File: src/rtl/pc_sequencer.sv
// pc_sequencer
//   Chooses each cycle how the program counter advances (normal, branch, jump,
//   stop) and layers hazard stalls, vectored interrupt entry, ERET and halt on
//   top of the decode request. All PC values are word addresses.
//
//   Optional feature macro: PC_SEQ_PERF_EN enables the three performance
//   counters; when undefined the counter ports read 32'h0 and no counter
//   flops are built.
//
// Ports
//   clk, clr        clock / synchronous active-high reset
//   current_pc      PC of the instruction in decode
//   req_pc_inc      decode request: 00 normal, 01 branch, 10 jump, 11 stop
//   branch_taken    ALU branch result (used with req 01)
//   branch_offset   signed word offset for a branch
//   jump_addr       absolute jump target
//   stall_req       hold the PC this cycle
//   eret            current instruction is ERET
//   irq_req/irq_en  level-sensitive requests and per-line enable mask
//   pc_inc_o        code to the PC register (combinational)
//   abs_addr_o      absolute address to the PC register (combinational)
//   irq_ack         one-hot, one-cycle pulse on interrupt entry
//   irq_active      set while inside a handler
//   epc             saved return PC
//   halted          sequencer is in HALT
//   stall_cycles, taken_branches, irq_count   performance counters
module pc_sequencer #(
    parameter int unsigned NIRQ           = 4,
    parameter logic [31:0] HANDLER_BASE   = 32'h0000_0100,
    parameter logic [31:0] HANDLER_STRIDE = 32'h0000_0010
) (
    input  logic            clk,
    input  logic            clr,
    input  logic [31:0]     current_pc,
    input  logic [1:0]      req_pc_inc,
    input  logic            branch_taken,
    input  logic [31:0]     branch_offset,
    input  logic [31:0]     jump_addr,
    input  logic            stall_req,
    input  logic            eret,
    input  logic [NIRQ-1:0] irq_req,
    input  logic [NIRQ-1:0] irq_en,
    output logic [1:0]      pc_inc_o,
    output logic [31:0]     abs_addr_o,
    output logic [NIRQ-1:0] irq_ack,
    output logic            irq_active,
    output logic [31:0]     epc,
    output logic            halted,
    output logic [31:0]     stall_cycles,
    output logic [31:0]     taken_branches,
    output logic [31:0]     irq_count
);

    typedef enum logic {
        ST_RUN,
        ST_HALT
    } state_t;

    state_t          r_state;
    logic [NIRQ-1:0] r_irq_ack;
    logic            r_irq_active;
    logic [31:0]     r_epc;

    logic [NIRQ-1:0] w_pend;
    logic [3:0]      w_idx;
    logic            w_found;
    logic [NIRQ-1:0] w_ack_vec;
    logic [31:0]     w_seq_next;
    logic [31:0]     w_handler_addr;
    logic            w_take_irq;

    assign w_pend = irq_req & irq_en;

    // Fixed priority: lowest pending index wins.
    always_comb begin
        w_idx     = '0;
        w_found   = 1'b0;
        w_ack_vec = '0;
        for (int unsigned i = 0; i < NIRQ; i++) begin
            if (w_pend[i] && !w_found) begin
                w_idx        = 4'(i);
                w_found      = 1'b1;
                w_ack_vec[i] = 1'b1;
            end
        end
    end

    assign w_handler_addr = HANDLER_BASE + 32'(w_idx) * HANDLER_STRIDE;

    // Address the interrupted instruction would have continued to; a taken
    // branch or jump survives interrupt entry through epc.
    always_comb begin
        w_seq_next = current_pc + 32'd1;
        if (req_pc_inc == 2'b01 && branch_taken)
            w_seq_next = current_pc + 32'd1 + branch_offset;
        else if (req_pc_inc == 2'b10)
            w_seq_next = jump_addr;
    end

    always_comb begin
        pc_inc_o   = req_pc_inc;
        abs_addr_o = jump_addr;
        w_take_irq = 1'b0;
        if (r_state == ST_HALT) begin
            pc_inc_o = 2'b11;
        end else if (stall_req) begin
            // Hold via an absolute reload so the stop code never appears.
            pc_inc_o   = 2'b10;
            abs_addr_o = current_pc;
        end else if (eret) begin
            pc_inc_o   = 2'b10;
            abs_addr_o = r_epc;
        end else if (req_pc_inc == 2'b11) begin
            pc_inc_o = 2'b11;
        end else if (w_found && !r_irq_active) begin
            pc_inc_o   = 2'b10;
            abs_addr_o = w_handler_addr;
            w_take_irq = 1'b1;
        end
    end

    always_ff @(posedge clk) begin
        if (clr) begin
            r_state      <= ST_RUN;
            r_irq_ack    <= '0;
            r_irq_active <= 1'b0;
            r_epc        <= '0;
        end else begin
            r_irq_ack <= '0;
            if (r_state == ST_RUN && !stall_req) begin
                if (eret) begin
                    r_irq_active <= 1'b0;
                end else if (req_pc_inc == 2'b11) begin
                    r_state <= ST_HALT;
                end else if (w_take_irq) begin
                    r_epc        <= w_seq_next;
                    r_irq_active <= 1'b1;
                    r_irq_ack    <= w_ack_vec;
                end
            end
        end
    end

    assign irq_ack    = r_irq_ack;
    assign irq_active = r_irq_active;
    assign epc        = r_epc;
    assign halted     = (r_state == ST_HALT);

`ifdef PC_SEQ_PERF_EN
    logic [31:0] r_stall_cycles;
    logic [31:0] r_taken_branches;
    logic [31:0] r_irq_count;

    always_ff @(posedge clk) begin
        if (clr) begin
            r_stall_cycles   <= '0;
            r_taken_branches <= '0;
            r_irq_count      <= '0;
        end else if (r_state == ST_RUN) begin
            if (stall_req)
                r_stall_cycles <= r_stall_cycles + 32'd1;
            if (!stall_req && !eret && req_pc_inc == 2'b01 && branch_taken && !w_take_irq)
                r_taken_branches <= r_taken_branches + 32'd1;
            if (w_take_irq)
                r_irq_count <= r_irq_count + 32'd1;
        end
    end

    assign stall_cycles   = r_stall_cycles;
    assign taken_branches = r_taken_branches;
    assign irq_count      = r_irq_count;
`else
    assign stall_cycles   = '0;
    assign taken_branches = '0;
    assign irq_count      = '0;
`endif

endmodule
File: config.mk
export PLATFORM = sky130hd
export DESIGN_NAME = pc_sequencer
export DESIGN_NICKNAME = d
export VERILOG_FILES = /design/src/rtl/pc_sequencer.sv
export SDC_FILE = /design/constraint.sdc
export NUM_CORES = 1
export LEC_CHECK = 0
export BUFFER_PORTS_ARGS = -buffer_cell sky130_fd_sc_hd__clkbuf_2
export CAP_MARGIN = 40
export CORE_MARGIN = 2
export CORE_UTILIZATION = 30
export DETAILED_ROUTE_END_ITERATION = 16
export GPL_ROUTABILITY_DRIVEN = 0
export PLACE_DENSITY = 0.54
export SYNTH_ARGS = -nofsm -noshare
export SYNTH_HDL_FRONTEND = slang
export SYNTH_SLANG_ARGS = --single-unit
File: constraint.sdc
create_clock -name clk -period 11.1 [get_ports clk]
set_input_delay 2.22 -clock clk [delete_from_list [all_inputs] [get_ports clk]]
set_output_delay 2.22 -clock clk [all_outputs]
set_load 0.005 [all_outputs]
# Yosys cells after proc, flatten, opt, wreduce, memory -nomap -nowiden
# Index checks and enable logic that the tools add are counted.
# word_totals
out_inout_bits	168
register_bits	38
elab_cells	63
# op_classes
eq_ne	4
n_bitwise	6
reduce_logical	16
add_sub_neg	3
mux	30
# ops
op	n
$mux 32	7
$add 32x1->32 const B	1
$add 32x32->32	1
$mux 1	16
$mux 2	6
$add 9x8->10 const A	1
$logic_and 1x1->1	6
$reduce_and 3->1	2
$logic_not 1->1	5
$not 1->1	5
$reduce_or 5->1	1
$and 4x4->4	1
$eq 2x2->1 const B	2
$mux 4	1
$reduce_and 4->1	1
$eq 2x1->1 const B	1
$ne 2x2->1 const B	1
$reduce_bool 2->1	1

# Longest topological paths before layout
# logic_depth
ltp_word	20
mapped_depth	14
ltp_nobuf	14

# Worst setup path after synthesis
# Ideal clock, no wire load.
# synth_timing
path_type	input port to output port
start	input irq_req[2]
end	output abs_addr_o[0]
path_stages	7
setup_slack_ps	5295
t_arrival_ps	3585
path_cell_list	a222oi_1 nand2_1 nand2_1 a21o_1 clkbuf_1 nand2_1 o21ai_0
# synth_between
elab_chain_len	12
# synth_rtl
item	line_no	rtl
start, declared	41	input logic [NIRQ-1:0] irq_req,
$and 4x4->4 *	72	assign w_pend = irq_req & irq_en;
$logic_and 1x1->1 *	80	if (w_pend[i] && !w_found) begin
$mux 1 *	80	
$logic_not 1->1	80	
$logic_and 1x1->1	80	
$mux 1 *	80	
$logic_and 1x1->1 *	115	end else if (w_found && !r_irq_active) begin
$mux 32 *	115	
$mux 32 *	113	end else if (req_pc_inc == 2'b11) begin
$mux 32 *	110	end else if (eret) begin
$mux 32 *	106	end else if (stall_req) begin
$mux 32 *	104	if (r_state == ST_HALT) begin
end, declared	44	output logic [31:0] abs_addr_o,
# Every way passes the cells marked *; elsewhere a longest branch is shown, timed or not.

# Worst setup path after layout
# layout_timing
start	input irq_req[2]
end	output abs_addr_o[25]
# Same word-level chain as after synthesis.

==> results.py <==
metrics = {
    "status": {
        "outcome": "finished clean",
    },
    "sta": {
        "relSlewSlack_pct": 40.8,
        "fmax_mhz": 146,
        "finalSetupTns_ns": 0,
        "drv_slew": 0,
        "finClkSkew_ns": 0.0134,
        "rsz0062_at_grt": "no",
        "hold_viol": 0,
        "tightest_slew_ns": 0.883,
        "period_share_pct": 61.8,
        "fin_crit_ns": 6.85,
        "setup-violations-final": 0,
    },
    "synthesis": {
        "syn-mean-instance-area_um2": 6.66,
        "yosysWarnings": 0,
        "ys_seq_area_share_pct": 12.5,
        "async_flop_share_pct": 0,
        "synth_edf_count": 0,
        "synth_cells": 910,
        "synth_ff_type": "dfxtp_1",
        "ys_ff_latch": 38,
        "yosys.cell_types.count": 69,
        "synth_area_mm2": 0.00606,
    },
    "floorplanning": {
        "fp-row-count": 51,
        "core-area_mm2": 0.0197,
        "die-area_mm2": 0.0214,
        "start_util_pct": 30.8,
        "die_x_um": 146,
        "io_pins": 279,
        "die_height_um": 146,
    },
    "power_and_ir_drop": {
        "power_density_mw_per_mm2": 81.3,
        "switching_share_pct": 41.9,
        "power_uw": 566,
        "switchingPower_uw": 237,
        "seqPwrFrac_pct": 26.8,
        "leakagePower_uw": 0.00322,
        "p_int_uw": 329,
        "pwr-share-clk_pct": 26.2,
        "comb_power_share_pct": 47.0,
        "ir_drop_uv": 44.7,
    },
    "clock_network": {
        "cts_max_level": 2,
        "worst_skew_pair.late_latency_ns": 0.30,
        "root_buffer": "clkbuf_16",
        "clk_pin_slew_ns": 0.06,
        "cts_made_buffers": 5,
        "cts.path.max_buffers": 2,
        "cts_setup_buffers": 0,
        "cts_tree": "done",
        "postCtsHoldBufs": 0,
        "cts_sinks": 38,
        "cts_resized": 0,
    },
    "setup_path": {
        "slowest_delay_ns": 0.77,
        "worstPathCellList": "clkbuf_2, a222oi_1, nand2_1, nand2_1, a21o_1, buf_4, nand2_1, o21ai_0, clkbuf_2",
        "crit_family": "compound AO/OA/AOI/OAI gates",
        "path_max_fanout": 17,
        "ff2ff_setup_slack_ns": 8.39,
        "cp-start-kind": "primary input",
        "ff2ff_path_depth": 8,
        "worstPathRequired_ns": 8.88,
        "endpoint_kind": "primary output",
        "path_depth": 9,
        "path_common_cell": "nand2_1",
        "worstPathArrival_ns": 4.63,
        "worstSetupPathType": "in2out",
        "path_buf_inv": 3,
        "worst_path_max_delay_cell": "a222oi_1",
    },
    "route": {
        "routed_via_density": 5.13,
        "drt-initial-drc-count": 502,
        "ant_nets": 0,
        "routed_wl_mm": 23.4,
        "vias": 6783,
        "wl_per_cell_um": 17.7,
        "drc": 0,
        "firstDrtPassIters": 5,
    },
    "grt": {
        "grt_pass1_vias": 6284,
        "grt_pass1_wl_mm": 35.7,
        "use_met3_pct": 2.94,
        "grt_use_total_pct": 21.1,
        "grt_use_met1_pct": 29.0,
        "grt_max_degree": 67,
        "busiest_layer": "met2",
        "gr-total-overflow": 0,
        "use_met2_pct": 35.4,
        "antenna_found_initial": 0,
    },
    "cells_and_area": {
        "layout_commonest_cell": "clkbuf_2",
        "area_growth_pct": 14.9,
        "num-fill-cells": 2240,
        "final_cell_mix": "clkbuf_2, nand2_1, nor2_1",
        "num_antenna_cells": 0,
        "stdcell_area_mm2": 0.00697,
        "nets": 1207,
        "layout-drive-gt1-share_pct": 20.7,
    },
    "place": {
        "hpwl_mm": 18.2,
        "port_buffers": 182,
        "detailed_place.area_mm2": 0.00683,
    },
    "flow_run": {
        "max_cap_viol_count": 0,
    },
    "worst_hold_path": {
        "hold_path_depth": 2,
        "hold_path_class": "reg2reg",
    },
}
==> power by group through the flow <==
stage               sequential (µW)  clock (µW)  combinational, µW
finish                          152         148                266
global route                    153         159                296
CTS                             152         154                265
detailed placement              155           0                263
global placement                155           0                261
floorplan                       154           0                189
==> worst min-delay path, stage by stage, from the launching register on <==
cell and delay, ns:
dfxtp_1 0.32, nand2_1 0.06, a21oi_1 0.05
==> final cells by class <==
type	instances	area, µm²	share of cell area [%]
Multi-Input combinational cell	803	4680	67.2
Timing Repair Buffer	192	998	14.3
Sequential cell	38	761	10.9
Tap cell	265	332	4.76
Clock buffer	7	133	1.90
Inverter	16	60.1	0.862
==> metal layers <==
layer	share of wire, %	vias to the layer above
li1	-	3355
met1	46	3118
met2	46	292
met3	6.6	18
met4	1.3	0
met5	0	-
==> through the flow <==
step	utilization, %	setup WS (ns)	instances	hold slack [ns]
2_1_floorplan	-	5.29	1005	0.466
3_3_place_gp	34.7	4.30	1313	0.465
3_5_place_dp	34.8	4.18	1314	0.467
4_1_cts	35.4	4.18	1321	0.476
5_1_grt	35.4	3.92	1321	0.504
6_report	35.4	4.25	1321	0.477
==> kinds of logic after synthesis <==
family / Yosys count / share of synthesized area [%]
xor gates and xnor gates: 45 / 6.50
other: 1 / 0.0619
adders and majority gates: 40 / 8.38
buffers and inverters: 164 / 16.2
muxes: 11 / 1.84
and+or+nand+nor: 354 / 27.2
AOI/OAI and AO/OA: 257 / 27.2
DFF: 38 / 12.5
==> flip-flops by register name (all words and copies together) (netlist names) <==
name and count:
epc 32, halted 1, irq_ack 4, irq_active 1
==> synth_stat cells, types with 5 or more instances <==
cell       instances  area (µm²)
nor2_1           102         383
xnor2_1           26         228
ha_1              39         488
mux2i_1           10         100
a211oi_1          16         120
nand2_1          121         454
o2111ai_1          5        43.8
nand4_1           17         106
nor3_1            29         145
o21a_1             8        60.1
and4_1             5        43.8
o21ai_0           70         350
buf_4             96         721
or3_1              8        50.1
inv_1             16        60.1
a21oi_1           74         370
o211ai_1          14         105
a31o_2             6        52.6
nor4_1             6        37.5
a21o_1            16         120
xor2_1            19         166
nand3_1           32         160
dfxtp_1           38         761
a31oi_1            9        56.3
and3_1            10        62.6
clkbuf_1          46         173
a311oi_1           5        43.8
==> worst paths after layout <==
| path | start | to |
|---|---|---|
| max reg2reg | halted$_SDFFE_PP0P_ | epc[24]$_SDFFE_PP0P_ |
| max | irq_req[2] | abs_addr_o[25] |
| min reg2reg | epc[2]$_SDFFE_PP0P_ | epc[2]$_SDFFE_PP0P_ |
| min | epc[2]$_SDFFE_PP0P_ | epc[2]$_SDFFE_PP0P_ |
(Power assumes the default switching activity.)
